`src/rtl/fetch_ctrl.sv`:
```
// ---------------------------------------------------------------------------
// fetch_ctrl
//
// Instruction-fetch sequencer. Issues one request at a time to instruction
// memory at the current PC, waits for the response (any latency >= 1 cycle,
// a 1-cycle memory answers in the same cycle the request is raised), and
// delivers the instruction to the IF/ID boundary. Decode stalls are absorbed
// by a one-entry buffer. Redirects squash the in-flight or buffered
// instruction; a redirect that lands while a request is outstanding is parked
// until the stale response drains.
//
// Ports
//   i_clk, i_rst         clock; synchronous active-high reset
//   i_pc                 current PC from the PC register
//   i_stall              decode stall, no delivery allowed this cycle
//   i_redirect(_pc)      taken branch/jump and its target
//   o_imem_req/addr      fetch request and address (address == i_pc)
//   i_imem_valid/rdata   one-cycle response pulse and instruction word
//   o_if_en, o_next_pc   PC register load enable and load value
//   o_inst_valid/inst/   registered instruction handed to decode; o_inst is
//   o_inst_pc            a NOP whenever o_inst_valid is low
//   o_fetch_cnt          instructions delivered since reset (wraps)
// ---------------------------------------------------------------------------
module fetch_ctrl (
   input  logic        i_clk,
   input  logic        i_rst,
   input  logic [31:0] i_pc,
   input  logic        i_stall,
   input  logic        i_redirect,
   input  logic [31:0] i_redirect_pc,
   output logic        o_imem_req,
   output logic [31:0] o_imem_addr,
   input  logic        i_imem_valid,
   input  logic [31:0] i_imem_rdata,
   output logic        o_if_en,
   output logic [31:0] o_next_pc,
   output logic        o_inst_valid,
   output logic [31:0] o_inst,
   output logic [31:0] o_inst_pc,
   output logic [31:0] o_fetch_cnt
);

   localparam logic [31:0] NOP_INST = 32'h00000013;

   typedef enum logic [1:0] {
      IDLE  = 2'd0,
      FETCH = 2'd1,
      DRAIN = 2'd2,
      HOLD  = 2'd3
   } state_t;

   state_t      state_q, state_d;
   logic [31:0] pend_pc_q, pend_pc_d;
   logic [31:0] buf_inst_q, buf_inst_d;
   logic [31:0] buf_pc_q, buf_pc_d;
   logic        inst_valid_q, inst_valid_d;
   logic [31:0] inst_q, inst_d;
   logic [31:0] inst_pc_q, inst_pc_d;
   logic [31:0] fetch_cnt_q, fetch_cnt_d;

   // ------------------------------------------------------------------
   // State and datapath registers
   // ------------------------------------------------------------------
   always_ff @(posedge i_clk) begin
      if (i_rst) begin
         state_q      <= IDLE;
         pend_pc_q    <= 32'd0;
         buf_inst_q   <= 32'd0;
         buf_pc_q     <= 32'd0;
         inst_valid_q <= 1'b0;
         inst_q       <= NOP_INST;
         inst_pc_q    <= 32'd0;
         fetch_cnt_q  <= 32'd0;
      end else begin
         state_q      <= state_d;
         pend_pc_q    <= pend_pc_d;
         buf_inst_q   <= buf_inst_d;
         buf_pc_q     <= buf_pc_d;
         inst_valid_q <= inst_valid_d;
         inst_q       <= inst_d;
         inst_pc_q    <= inst_pc_d;
         fetch_cnt_q  <= fetch_cnt_d;
      end
   end

   // ------------------------------------------------------------------
   // Next-state, PC control and delivery
   // ------------------------------------------------------------------
   always_comb begin
      state_d      = state_q;
      pend_pc_d    = pend_pc_q;
      buf_inst_d   = buf_inst_q;
      buf_pc_d     = buf_pc_q;
      inst_valid_d = 1'b0;
      inst_d       = NOP_INST;
      inst_pc_d    = inst_pc_q;
      fetch_cnt_d  = fetch_cnt_q;
      o_if_en      = 1'b0;
      o_next_pc    = i_pc + 32'd4;

      case (state_q)
         IDLE: begin
            // Any response seen here belongs to an abandoned request.
            state_d = FETCH;
         end

         FETCH: begin
            if (!i_imem_valid) begin
               // The PC must not move while the request is outstanding, so a
               // redirect is parked and applied once the response drains.
               if (i_redirect) begin
                  pend_pc_d = i_redirect_pc;
                  state_d   = DRAIN;
               end
            end else if (i_redirect) begin
               // Response is on the wrong path: drop it, steer the PC.
               o_if_en   = 1'b1;
               o_next_pc = i_redirect_pc;
            end else if (i_stall) begin
               // Keep the PC put; the buffered copy is delivered from HOLD.
               buf_inst_d = i_imem_rdata;
               buf_pc_d   = i_pc;
               state_d    = HOLD;
            end else begin
               inst_valid_d = 1'b1;
               inst_d       = i_imem_rdata;
               inst_pc_d    = i_pc;
               fetch_cnt_d  = fetch_cnt_q + 32'd1;
               o_if_en      = 1'b1;
            end
         end

         DRAIN: begin
            if (i_redirect) begin
               pend_pc_d = i_redirect_pc;
            end
            if (i_imem_valid) begin
               // A redirect in the draining cycle is newer than pend_pc.
               o_if_en   = 1'b1;
               o_next_pc = i_redirect ? i_redirect_pc : pend_pc_q;
               state_d   = FETCH;
            end
         end

         HOLD: begin
            if (i_redirect) begin
               o_if_en   = 1'b1;
               o_next_pc = i_redirect_pc;
               state_d   = FETCH;
            end else if (!i_stall) begin
               inst_valid_d = 1'b1;
               inst_d       = buf_inst_q;
               inst_pc_d    = buf_pc_q;
               fetch_cnt_d  = fetch_cnt_q + 32'd1;
               o_if_en      = 1'b1;
               o_next_pc    = buf_pc_q + 32'd4;
               state_d      = FETCH;
            end
         end

         default: begin
            state_d = IDLE;
         end
      endcase
   end

   // ------------------------------------------------------------------
   // Outputs
   // ------------------------------------------------------------------
   assign o_imem_req   = (state_q == FETCH) || (state_q == DRAIN);
   assign o_imem_addr  = i_pc;
   assign o_inst_valid = inst_valid_q;
   assign o_inst       = inst_q;
   assign o_inst_pc    = inst_pc_q;
   assign o_fetch_cnt  = fetch_cnt_q;

endmodule

```
`config.mk`:
```
export PLATFORM = sky130hd
export DESIGN_NAME = fetch_ctrl
export DESIGN_NICKNAME = d
export VERILOG_FILES = /design/src/rtl/fetch_ctrl.sv
export SDC_FILE = /design/constraint.sdc
export NUM_CORES = 1
export LEC_CHECK = 0
export CAP_MARGIN = 10
export CORE_MARGIN = 2
export CORE_UTILIZATION = 45
export DETAILED_ROUTE_END_ITERATION = 8
export PLACE_DENSITY = 0.76
export SYNTH_ARGS = -nofsm -noshare
export SYNTH_HDL_FRONTEND = slang
export SYNTH_SLANG_ARGS = --single-unit
```
`constraint.sdc`:
```
create_clock -name i_clk -period 3.2 [get_ports i_clk]
set_input_delay 0.8 -clock i_clk [delete_from_list [all_inputs] [get_ports i_clk]]
set_output_delay 0.8 -clock i_clk [all_outputs]
set_load 0.005 [all_outputs]
```
==> results_dict.tcl <==
set metrics [dict create \
    status "finished, violations left" \
    violations "negative setup slack" \
    place.gp.congestion 1.012 \
    clk_latency_ns 0.45 \
    maxSlewHeadroom 0.5679 \
    detail_route.first_pass.iterations 7 \
    syn_area_um2 10660 \
    netlist.area_leader.share 0.3662 \
    synth-xor-area-share 0.05751 \
    grt_pass1_vias 11707 \
    synthArstFlopShare 0 \
    final_cell_area_um2 16750 \
    setup_slack_ns -0.2487 \
    r2r_cells 9 \
    synth-compound-area-share 0.2176 \
    layout_min_cycle_time_ns 3.449 \
    met3_length_um 4220 \
    hpwl_um 29780 \
    r2r-end "o_fetch_cnt[18]" \
    worst_pin_slew_ns 0.6463 \
    overflow 0 \
    initial_core_util 0.4569 \
    cp-startpoint "i_pc[4]" \
    synth_cells 1409 \
    dpl_worst_slack_ns -1.041 \
    ys_top_cells_by_area "dfxtp_1 (37%), nand2_1 (9.2%), a21oi_1 (6.5%)" \
    r2r-start "state_q[0]" \
    worstPathRequired_ns 2.40 \
    ys.flop_type "dfxtp_1" \
    endpoint "o_next_pc[27]" \
    final_common_cell "nand2_1" \
    synth_cell_type_count 63 \
    grt.total_usage 0.3265 \
    cts_buffer_depth 2 \
    max_freq_ghz 0.2900 \
    finalMaxSlewViolations 0 \
    hold_class "reg2reg" \
    io_buffer_count 263 \
    r2r_slack_ns 0.55 \
    synth_top_area_cell "dfxtp_1" \
    ios 264 \
    syn_avg_cell_area_um2 7.566 \
    htreeDepth 4 \
    via_per_inst 5.812 \
    drc 0 \
    final_util 0.7180 \
    rsz0062_at_grt "true" \
    ys_ff_latch 195 \
    mostFrequentLayoutCells "nand2_1 (252), buf_4 (247), clkdlybuf4s50_1 (203)" \
    setup_violations 18 \
    post_drt_wl_per_cell_um 19.95 \
    p_leak_nw 6.197 \
    yosysSeqAreaShare 0.3662 \
    antenna_found_initial 1 \
    crit_path_end_kind "output port" \
    vdd_ir_drop_max_uv 348.7 \
    cts_sinks 195 \
    area_growth_pct 57.15 \
    cts_tree "done" \
    crit_type "in2out" \
    dieArea_um2 24940 \
    yosys.area_share.simple 0.2396 \
    ys.warnings.count 0 \
    m1WireLength_um 17550 \
    drive_gt1_frac 0.2710 \
    cts_hold_buf 0 \
    num_rows 56 \
    die_w_um 157.9 \
    fin_skew_ns 0.01126 \
    clk_pin_slew_worst_paths_ns 0.09 \
    highest-signal-layer "met4" \
    core_area_um2 23330 \
    antenna_left 0 \
    met2_length_um 19980 \
    startpoint_type "input pin" \
    finalWirelength_um 43420 \
    grt_pass1_wl_um 63600 \
    num_vias 12647 \
    power_density_nw_per_um2 402.8 \
    cts_inserted_buffers 17 \
    nNetsFinal 1951 \
    root_buffer "clkbuf_16" \
    drtIter0Drc 1353 \
    drv_cap 0 \
    syn_nets 1517 \
    fin_crit_sh 1.078 \
    grt_max_degree 72 \
    synth-adder-area-share 0.008216 \
    synth_top_family_by_area "simple AND/OR/NAND/NOR gates" \
    synth_edf_count 0 \
    hold_viol 0 \
    critPathMaxFanout 4 \
    cp.arrival_ns 2.65 \
    die_height_um 157.9 \
    synth_mux_area_frac 0.03955 \
    placed_cell_area_um2 14850 \
]
-- sequential cells by signal, indices dropped and copies added (netlist names) --
name          cells
buf_inst_q       32
buf_pc_q         32
o_fetch_cnt      32
o_inst           32
o_inst_pc        32
o_inst_valid      1
pend_pc_q        32
state_q           2
-- how the worst min path moves through the flow --
stage / from / to / slack [ns] / cells past startpoint
after floorplan: buf_inst_q[0] / buf_inst_q[0] / 0.43 / 2
after global placement: buf_inst_q[1] / buf_inst_q[1] / 0.44 / 2
after detailed placement: pend_pc_q[14] / pend_pc_q[14] / 0.45 / 2
after CTS: pend_pc_q[14] / pend_pc_q[14] / 0.46 / 2
after global routing: pend_pc_q[1] / pend_pc_q[1] / 0.48 / 2
final: buf_inst_q[24] / buf_inst_q[24] / 0.46 / 2
-- critical path, cell delays in order --
cell	delay (ns)
buf_6	0.07
nand4_1	0.11
buf_6	0.15
nor4_4	0.26
buf_6	0.17
buf_6	0.10
nand4_1	0.09
xor2_1	0.21
a22oi_1	0.12
or3_4	0.43
buf_6	0.13
-- cells in the mapped netlist (all sizes together) (18+ instances only) --
library cell,n
mux2i,41
nor3,20
xnor2,50
inv,24
xor2,20
nor2,140
nand2,260
a21oi,139
buf,48
o21ai,70
nand4,18
dfxtp,195
nand3,38
a22oi,43
clkbuf,89
a211oi,40
-- where the power goes --
| part | total (mW) | switching (mW) | internal, mW |
|---|---|---|---|
| registers | 2.56 | 0.0494 | 2.51 |
| logic | 1.80 | 0.964 | 0.837 |
| clock network | 2.39 | 1.21 | 1.18 |
-- logic make-up after synthesis --
family / Yosys count
muxes: 42
xor gates and xnor gates: 70
DFF: 195
and+or+nand+nor: 558
adders and majority gates: 7
buffers and inverters: 163
AOI/OAI and AO/OA: 374
-- metrics by stage --
step           instances  power, mW  hold WS, ns  setup TNS (ns)
2_1_floorplan       1409      3.302       0.4332        -0.07173
3_3_place_gp        2081      4.228       0.4401          -25.62
3_5_place_dp        2081      4.248       0.4464          -26.31
4_1_cts             2149      6.606       0.4570          -2.638
5_1_grt             2176      6.965       0.4768          -4.066
6_report            2176      6.748       0.4590          -2.748
-- cell type report --
| class | count | area, um^2 |
|---|---|---|
| Sequential cell | 195 | 3920 |
| Antenna cell | 1 | 2.502 |
| Tap cell | 319 | 399.1 |
| Clock inverter | 15 | 225.2 |
| Multi-Input combinational cell | 1051 | 6788 |
| Fill cell | 1739 | 6580 |
| Timing Repair Buffer | 552 | 4893 |
| Inverter | 26 | 98.84 |
| Clock buffer | 17 | 425.4 |
-- metal layers --
metal  track usage  up-vias
met5             0        -
met4        0.1251        0
met3       0.05776      151
met2        0.5319      799
met1        0.4307     5898
li1              -     5799
-- timing repair --
action / CTS / global route
pin swaps: 82 / 67
gates resized for setup: 308 / 104
endpoints found under the hold margin: 0 / 0
setup buffers: 38 / 25
cloned: 1 / 1
endpoints found under the setup margin: 33 / 33
Note: power is estimated with default switching activity, not from simulation.
==> patch 1: new RTL, same flow settings <==
Make the reset (`i_rst`) asynchronous in one clocked block. Comments in the files are not updated.
--- a/src/rtl/fetch_ctrl.sv
+++ b/src/rtl/fetch_ctrl.sv
@@ -61,7 +61,7 @@
    // ------------------------------------------------------------------
    // State and datapath registers
    // ------------------------------------------------------------------
-   always_ff @(posedge i_clk) begin
+   always_ff @(posedge i_clk or posedge i_rst) begin
       if (i_rst) begin
          state_q      <= IDLE;
          pend_pc_q    <= 32'd0;
Formal check against the unedited RTL: differs if i_rst is asserted again (counterexample within 4 cycles, from zero or initial values and one cycle with i_rst high); with i_rst held inactive, the same outputs for 4 cycles.
==> patch 1 against the unedited design <==
The run still ends with negative setup slack left. Synthesized area grew 0.81%. Setup slack better by 0.015 ns. Sequential cell count stayed put. Design area grew 1.2%. Die area grew 0.79%. Final cell count decreased by 16%. Register-to-register slack better by 0.09 ns. Utilization is 0.44 points higher. Routed wire length is 8.1% lower. Critical path type is now flip-flop to primary output.
Power is not compared: it rests on default switching activity, and its combinational part moved more than twofold at a synthesized area within 25%.
==> patch 1: results (changes against the unedited design) <==
stage;metric;value;unit;change
sta;final setup fails;19;;+1
global_route;largest net degree at the start of global routing;74;;+2.8%
final_layout;post-route insts no fill;1823;;-16%
hold_path;Worst Min Path Start;o_fetch_cnt[31];;
cts;clk_lat worst skew;0.45;ns;about the same
logic_synthesis;Synth top cells by count;dfrtp_1, mux2_2, nor2_1, nand2_1;;
critical_path;Critical Path AT;2.63;ns;-0.02 ns
critical_path;CP top delay family;simple AND/OR/NAND/NOR gates;;
placement;DP Area;15000;um^2;+1.2%
logic_synthesis;syn nets;1155;;-24%
critical_path;Worst Setup SP;buf_pc_q[9];;
placement;placed cells;1740;;-16%
logic_synthesis;largest cells by area after synthesis;dfrtp_1, mux2_2, xnor2_1;;
sta;Final Skew;0.0122;ns;+0.000910 ns
logic_synthesis;Post-Syn Instances;1047;;-26%
global_route;vias in the first global route;10900;;-7.2%
critical_path;Critical Path Max Stage Delay;0.51;ns;+0.08 ns
sta;worst setup margin;-0.234;ns;+0.0149 ns
logic_synthesis;area share of fa/ha/maj cells after synthesis;0.00815;;-0.0000660
critical_path;reg2reg path depth;11;;+2
route;drt first-iter violations;1138;;-16%
critical_path;R2R Path Start;state_q[1];;
cts;clock transition at the registers of the reported paths;0.09;ns;about the same
global_route;first-pass GRT wire length;59500;um;-6.4%
cts;CTS Buf Count;17;;unchanged
placement;routability cong.;0.914;;-9.7%
placement;pre-CTS WS;-1.16;ns;-0.114 ns
sta;hold_ws;0.475;ns;+0.0164 ns
global_route;Tot GR Track Use;0.308;;-0.0186
global_route;initial antenna violation count;3;;+2
critical_path;worst-path fanout max;6;;+2
logic_synthesis;sequential element share of the synthesized area;0.454;;+0.0882
critical_path;Worst path slowest cell;or4_4;;
route;drt first pass iters;6;;-1
logic_synthesis;multiplexer share of the synthesized area;0.130;;+0.0906
logic_synthesis;synth warn;0;;unchanged
power;worst vdd ir;430;uV;
cts;post-cts resize count;339;;+10%
hold_path;hold endpoint;o_fetch_cnt[31];;
outcome;failing checks;negative setup slack;;
outcome;status;finished, violations left;;
logic_synthesis;XOR/XNOR share of the synthesized area;0.0636;;+0.00606
final_layout;fraction of layout cells with a size suffix above 1;0.385;;+0.114
route;drt via density;5.96;;+2.6%
hold_path;Hold Path Stages;1;;-1
sta;Worst-Margin Slew;0.516;ns;-0.130 ns
critical_path;reg-to-reg slack, setup;0.64;ns;+0.09 ns
critical_path;crit path to;o_next_pc[24];;
cts;worst-case clock buffer depth;2;;unchanged
final_layout;fin nets;1598;;-18%
cts;Post-CTS Repair Setup Buffers;34;;-11%
hold_path;worst min-delay path class;flip-flop to flip-flop;;
route;wire per inst;21.9;um;+9.7%
logic_synthesis;synth unique cells;70;;+11%
logic_synthesis;Synth Area in Compound Gates;0.148;;-0.0701
critical_path;Crit Reg-Reg Endpoint;o_fetch_cnt[29];;
placement;DP Wirelength;26800;um;-10%
sta;Fin Setup TNS;-2.30;ns;+0.453 ns
logic_synthesis;ys async rst share;1.00;;+1.00
## patch 1: cell count changes in the layout (fill, tap and decap cells not counted), moves of 17 or more
cell / delta
a22oi_1: -28
nand2_1: -191
mux2_2: +93
a21oi_1: -83
a211oi_1: -31
o21ai_0: -17
nor2_1: -59
a22o_1: +26
dfrtp_1: +189
buf_4: -51
dfxtp_1: -188
## patch 1: layout make-up
class	count	area [um^2]
Sequential cell	195	4890
Inverter	19	80.1
Tap cell	319	399
Clock buffer	17	425
Antenna cell	1	2.50
Fill cell	1575	6520
Timing Repair Buffer	522	4820
Clock inverter	15	208
Multi-Input combinational cell	735	6140
## patch 1: metal layers
metal	routed length, um	track usage
met5	26	0
met4	1500	0.126
met3	3470	0.0659
met2	19200	0.507
met1	15700	0.396
## patch 1: power by group through the flow
stage	Sequential, mW	Combinational [mW]	Clock, mW
after CTS	3.98	6.25	2.32
after global placement	3.94	5.76	0
after detailed placement	4.00	5.86	0
final	4.03	6.81	2.30
after floorplan	3.96	2.72	0
after global routing	4.12	7.21	2.43
==> patch 2: new RTL, same flow settings <==
Without the edit above. The 4 states of `state_t` get a one-hot encoding in 4 bits.
--- a/src/rtl/fetch_ctrl.sv
+++ b/src/rtl/fetch_ctrl.sv
@@ -42,11 +42,11 @@
 
    localparam logic [31:0] NOP_INST = 32'h00000013;
 
-   typedef enum logic [1:0] {
-      IDLE  = 2'd0,
-      FETCH = 2'd1,
-      DRAIN = 2'd2,
-      HOLD  = 2'd3
+   typedef enum logic [3:0] {
+      IDLE  = 4'b0001,
+      FETCH = 4'b0010,
+      DRAIN = 4'b0100,
+      HOLD  = 4'b1000
    } state_t;
 
    state_t      state_q, state_d;
Function: same outputs for any inputs over 4 cycles, from zero or initial values and one cycle with i_rst high; so few cycles prove little.
==> patch 2 against the unedited design <==
The run still ends with negative setup slack left. Final cell count down 4.9%. Setup slack worse by 0.090 ns. Synthesized area shrank 2.5%. Routed wire length decreased by 7.8%. Total power down 18%. Sequential cell count grew 2. Global-route usage shrank 1.6 points. Design area shrank 4.1%. Non-clock buffer count down 33.
==> patch 2: results (changes against the unedited design) <==
stage;metric;value;unit;change
placement;pre-CTS WS;-1.04;ns;+0.00260 ns
outcome;failing checks;negative setup slack;;
power;Static Leak;5.98;nW;-3.6%
global_route;largest net degree at the start of global routing;102;;+42%
logic_synthesis;syn nets;1469;;-3.2%
power;Clk. pwr;2.10;mW;-12%
power;PD cells;346;nW/um^2;-14%
logic_synthesis;ys async rst share;0;;unchanged
route;drt via density;5.89;;+1.3%
sta;final setup fails;13;;-5
outcome;status;finished, violations left;;
global_route;Tot GR Track Use;0.310;;-0.0161
logic_synthesis;sequential element share of the synthesized area;0.380;;+0.0134
logic_synthesis;Synth top cells by count;nand2_1, dfxtp_1, nor2_1, a21oi_1, clkbuf_1;;
hold_path;worst min-delay path class;flip-flop to flip-flop;;
power;Seq pwr share;0.450;;+0.071
route;Routed WL;40000;um;-7.8%
placement;DP Wirelength;27300;um;-8.2%
logic_synthesis;Post-Syn Instances;1365;;-3.1%
hold_path;Worst Min Path Start;buf_inst_q[31];;
cts;H-tree levels;4;;unchanged
route;drt first pass iters;8;;+1
final_layout;number of fill cells in the layout;1708;;-1.8%
sta;worst setup margin;-0.339;ns;-0.0901 ns
critical_path;Worst path slowest cell;or4_4;;
route;vias;12200;;-3.7%
critical_path;R2R Path Start;state_q[3];;
placement;routability cong.;0.988;;-2.4%
route;drt first-iter violations;1203;;-11%
sta;Fin Setup TNS;-1.45;ns;+1.30 ns
global_route;global-route met2 utilization;0.509;;-0.0228
global_route;grt met3 use;0.0647;;+0.00696
hold_path;hold endpoint;buf_inst_q[31];;
sta;Final Skew;0.0162;ns;+0.00492 ns
power;worst vdd ir;301;uV;-14%
placement;DP Area;14400;um^2;-3.0%
power;Switching Power;1.58;mW;-29%
placement;placed cells;1985;;-4.6%
global_route;met1 usage in global routing;0.391;;-0.0396
critical_path;Critical Path AT;2.74;ns;+0.09 ns
logic_synthesis;largest cells by area after synthesis;dfxtp_1, nand2_1, a21oi_1;;
logic_synthesis;synth unique cells;72;;+14%
final_layout;fin nets;1875;;-3.9%
critical_path;reg2reg path depth;9;;unchanged
sta;hold_ws;0.458;ns;-0.00106 ns
critical_path;reg-to-reg slack, setup;0.85;ns;+0.30 ns
==> patch 2: layout make-up <==
type                            count  area (um^2)  share of cell area
Multi-Input combinational cell   1026         6390               0.398
Timing Repair Buffer              519         4720               0.294
Sequential cell                   197         3980               0.248
Clock buffer                       17          425              0.0265
Tap cell                          285          357              0.0222
Clock inverter                     14          139             0.00865
Inverter                           10         47.5             0.00296
Antenna cell                        1         2.50            0.000156
==> patch 2: repair_timing <==
action                                  in CTS  in global routing
resized for setup                          299                109
endpoints found under the setup margin      33                 32
buffers inserted                            37                 15
pin swaps                                   81                 62
hold buffers                                 0                  0
cloned                                       0                  0
==> patch 2: metal layers <==
metal  vias up  routed length [um]
met2       705               19100
li1       5577                   -
met3       153                3550
met5         -                   0
met1      5750               15600
met4         0                1760
==> patch 2: kinds of logic after synthesis <==
family	synth area share
xor+xnor	0.0666
mux	0.00879
flops	0.380
buf+inv	0.0683
compound gates	0.200
fa+ha+maj	0.00361
simple gates	0.273
